`src/rtl/uart_cmd_ctrl.sv`:
```
// Parses 'W',ADDR,DATA,CHK byte packets into four config registers; wr/err pulse one cycle after the CHK byte edge.
// No backpressure: every rcv strobe is consumed; a stalled packet is dropped after TIMEOUT idle cycles.
module uart_cmd_ctrl #(
  parameter int TIMEOUT = 120000
) (
  input  logic       clk,
  input  logic       rstn,
  input  logic       rcv,
  input  logic [7:0] data,
  output logic [7:0] reg0,
  output logic [7:0] reg1,
  output logic [7:0] reg2,
  output logic [7:0] reg3,
  output logic       wr,
  output logic       err,
  output logic       busy
);

  localparam int CW = $clog2(TIMEOUT + 1);

  typedef enum logic [1:0] {ST_IDLE, ST_ADDR, ST_DATA, ST_CHK} state_t;

  state_t          state_q, state_d;
  logic [CW-1:0]   cnt_q, cnt_d;
  logic [7:0]      addr_q, addr_d;
  logic [7:0]      dat_q, dat_d;
  logic [3:0][7:0] regs_q, regs_d;
  logic            wr_q, wr_d;
  logic            err_q, err_d;
  logic            busy_q, busy_d;

  always_comb begin
    state_d = state_q;
    cnt_d   = cnt_q;
    addr_d  = addr_q;
    dat_d   = dat_q;
    regs_d  = regs_q;
    wr_d    = 1'b0;
    err_d   = 1'b0;
    if (state_q == ST_IDLE) begin
      cnt_d = '0;
      if (rcv && data == 8'h57) state_d = ST_ADDR;
    end else if (rcv) begin
      // A byte arriving on the limit cycle is processed, not timed out.
      cnt_d = '0;
      case (state_q)
        ST_ADDR: begin
          addr_d  = data;
          state_d = ST_DATA;
        end
        ST_DATA: begin
          dat_d   = data;
          state_d = ST_CHK;
        end
        default: begin
          state_d = ST_IDLE;
          if (data == (8'h57 ^ addr_q ^ dat_q) && addr_q[7:2] == 6'd0) begin
            regs_d[addr_q[1:0]] = dat_q;
            wr_d                = 1'b1;
          end else begin
            err_d = 1'b1;
          end
        end
      endcase
    end else if (cnt_q == CW'(TIMEOUT - 1)) begin
      state_d = ST_IDLE;
      cnt_d   = '0;
      err_d   = 1'b1;
    end else begin
      cnt_d = cnt_q + CW'(1);
    end
    busy_d = (state_d != ST_IDLE);
  end

  always_ff @(posedge clk or negedge rstn) begin
    if (!rstn) begin
      state_q <= ST_IDLE;
      cnt_q   <= '0;
      addr_q  <= '0;
      dat_q   <= '0;
      regs_q  <= '0;
      wr_q    <= 1'b0;
      err_q   <= 1'b0;
      busy_q  <= 1'b0;
    end else begin
      state_q <= state_d;
      cnt_q   <= cnt_d;
      addr_q  <= addr_d;
      dat_q   <= dat_d;
      regs_q  <= regs_d;
      wr_q    <= wr_d;
      err_q   <= err_d;
      busy_q  <= busy_d;
    end
  end

  assign reg0 = regs_q[0];
  assign reg1 = regs_q[1];
  assign reg2 = regs_q[2];
  assign reg3 = regs_q[3];
  assign wr   = wr_q;
  assign err  = err_q;
  assign busy = busy_q;

endmodule

```
`config.mk`:
```
export PLATFORM = sky130hd
export DESIGN_NAME = uart_cmd_ctrl
export DESIGN_NICKNAME = d
export VERILOG_FILES = /design/src/rtl/uart_cmd_ctrl.sv
export SDC_FILE = /design/constraint.sdc
export NUM_CORES = 1
export LEC_CHECK = 0
export CORE_MARGIN = 1
export CORE_UTILIZATION = 50
export DETAILED_ROUTE_END_ITERATION = 7
export GPL_TIMING_DRIVEN = 0
export HOLD_SLACK_MARGIN = 0.15
export PLACE_DENSITY = 0.75
export SKIP_CTS_REPAIR_TIMING = 1
export SYNTH_ARGS = -nofsm -noshare
export SYNTH_HDL_FRONTEND = slang
export SYNTH_SLANG_ARGS = --single-unit
```
`constraint.sdc`:
```
create_clock -name clk -period 2.93 [get_ports clk]
set_clock_uncertainty 0.2 [all_clocks]
set_input_delay 0.586 -clock clk [delete_from_list [all_inputs] [get_ports clk]]
set_output_delay 0.586 -clock clk [all_outputs]
set_load 0.05 [all_outputs]
```
==> flow_metrics.py <==
metrics = {
    "status": {
        "status": "finished clean",
    },
    "worst_setup_path": {
        "worstPathArrival_ns": 2.84,
        "path_max_fanout": 8,
        "r2r_start": "addr_q[2]",
        "cp-endpoint": "reg1[2]",
        "path_class": "primary input to register",
        "critPathLaunchType": "primary input",
        "reg2reg_slack_ns": 0.39,
        "cp.required_ns": 2.95,
        "worstSetupEndpointType": "register",
        "rr_endpoint": "reg1[2]",
        "reg2regPathDepth": 5,
        "critical_path.startpoint": "data[6]",
    },
    "timing": {
        "tightest_slew_ns": 0.853,
        "rsz0062_at_grt": "true",
        "period_share": 0.962,
        "post-route-min-period_ns": 2.82,
        "hold_slack_ns": 0.165,
        "maxSlewViolCount": 0,
        "hold_violations": 0,
        "fmax_ghz": 0.355,
        "tns_ns": 0,
        "worst_slack_ns": 0.111,
        "setup_violations": 0,
        "slew_headroom": 0.431,
    },
    "cts": {
        "cts_sinks": 70,
        "clk_path_buf_depth": 2,
        "clk_pin_slew_worst_paths_ns": 0.08,
        "cts_made_buffers": 9,
        "root_buffer": "clkbuf_8",
        "htree_levels": 3,
        "cts_tree": "done",
        "insertion_delay_ns": 0.33,
    },
    "global_route": {
        "antenna_found_initial": 0,
        "grt_pass1_wl_mm": 9.71,
        "grt_use_total": 0.204,
        "grt_pass1_vias": 2011,
        "grt_max_degree": 71,
        "grt-ovfl-total": 0,
    },
    "detailed_routing": {
        "via_per_inst": 5.34,
        "drcViolationCount": 0,
        "met3_length_microns": 185,
        "drt_pass1_iterations": 4,
        "routed_wl_mm": 5.78,
        "m1WireLength_mm": 2.87,
        "drtIter0Drc": 123,
        "ant_nets": 0,
        "dr_total_vias": 1999,
        "wl_met2_mm": 2.61,
        "routedWlPerCell_microns": 15.4,
        "highest_layer": "met4",
    },
    "synthesis": {
        "synth_largest_area_cell": "dfrtp_1",
        "synth_area_sq_um": 3100,
        "synth_area_leaders": "dfrtp_1 (57%), mux2_2 (17%), xnor2_1 (4.2%), xor2_1 (4.0%), nor2_1 (2.8%)",
        "yosysWarnings": 0,
        "yosysSeqAreaShare": 0.566,
        "synth_cell_type_count": 29,
        "synth_seq_cells": 70,
        "syn-num-nets": 254,
        "syn_inst": 238,
        "synth_top_cell_area_share": 0.566,
        "avgSynthCellArea_sq_um": 13.0,
    },
    "placed_design": {
        "hpwl_mm": 3.91,
        "preCtsSetupSlack_ns": -0.266,
        "place_congestion": 0.819,
        "placed_area_sq_um": 3640,
        "port_buffers": 45,
    },
    "floorplan": {
        "pin_count": 46,
        "die_y_microns": 80.7,
        "initial_core_util": 0.520,
        "die_area_sq_um": 6510,
        "core_sq_um": 5960,
        "die_w_microns": 80.7,
        "rows": 28,
    },
    "cells_and_area": {
        "final_nets": 310,
        "n_antenna_cell": 0,
        "area_growth_pct": 23.2,
        "layout-drive-gt1-share": 0.237,
        "stdcell_area_sq_um": 3810,
    },
    "flow_run": {
        "maxCapViolCount": 0,
    },
    "power_and_ir_drop": {
        "p_leak_uw": 0.00173,
        "powerDensity_nw_per_um2": 664,
        "finalPower_uw": 2530,
        "peakVddDrop_mv": 0.372,
    },
    "worst_hold_path": {
        "hp-class": "primary input to asynchronous set/reset pin",
    },
}
[final cells by class]
class / count / area [sq um]
clock buffers: 10 / 138
fillers: 486 / 2140
clock inverters: 6 / 37.5
multi-input cells: 162 / 1320
plain buffers: 2 / 7.51
inverters: 4 / 15.0
repair buffers: 45 / 448
well taps: 75 / 93.8
flip-flops and latches: 70 / 1750
[where the power goes]
group,internal (uW),total [uW],switching [uW]
Combinational,267,600,333
Clock,325,677,352
Sequential,1100,1260,160
[placed cells by master, fill, tap and decap left out, types with 5 or more instances in the layout]
master	instances
clkbuf_8	10
clkdlybuf4s50_1	44
dfrtp_1	70
ha_1	5
mux2_2	48
nand2_1	11
nand3_1	7
nand4_1	5
nor2_1	23
xnor2_1	15
xor2_1	14
[synthesized netlist by cell type (all sizes together)]
master and count:
and3 4, nand2b 1, nand3 7, nor3b 2
nand2 11, inv 4, xor2 14, xnor2 15
o2111ai 1, nor2b 2, o21a 1, a21oi 2
o21ai 2, o32ai 1, nor4b 1, mux2 48
nor4 5, a311o 1, nand4bb 2, clkbuf 2
ha 5, nand4 9, and4 1, nor2 23
nor3 4, dfrtp 70
[worst min-delay path by stage]
stage	startpoint	end	slack (ns)	cells after the start
after floorplan	rstn	addr_q[0]	0.09	0
after detailed placement	cnt_q[0]	cnt_q[0]	0.29	1
after global placement	cnt_q[0]	cnt_q[0]	0.27	1
final	rstn	reg1[3]	0.17	1
after CTS	rstn	reg1[3]	0.19	1
after global routing	rstn	reg1[3]	0.24	1
[flip-flops by register name, indices dropped and copies added (netlist names)]
signal   count
cnt_q       17
err          1
reg3         8
wr           1
state_q      2
busy         1
addr_q       8
reg0         8
reg2         8
dat_q        8
reg1         8
[stage by stage]
step                      instances   util
after global placement          358  0.611
after CTS                       374  0.640
final                           374  0.640
after detailed placement        358  0.611
after global routing            374  0.640
after floorplan                 238      -
[critical path, stage by stage]
cell	delay (ns)
clkdlybuf4s50_1	0.55
xor2_1	0.19
nand4_1	0.16
nor4_4	0.48
nand4_2	0.45
mux2_2	0.41
[metal layers]
layer  vias to the layer above  GRT usage
met5                         -          0
met4                         0     0.0839
met3                        11     0.0443
met2                        41      0.309
met1                       988      0.284
li1                        959          -
[logic make-up after synthesis]
logic type,count (synthesis),share of synthesized area
AOI/OAI and AO/OA,8,0.0178
adders and majority gates,5,0.0202
DFF,70,0.566
and+or+nand+nor,72,0.133
muxes,48,0.175
xor gates and xnor gates,29,0.0820
buffers and inverters,6,0.00727
No activity file was read; power rests on OpenSTA's default activity.
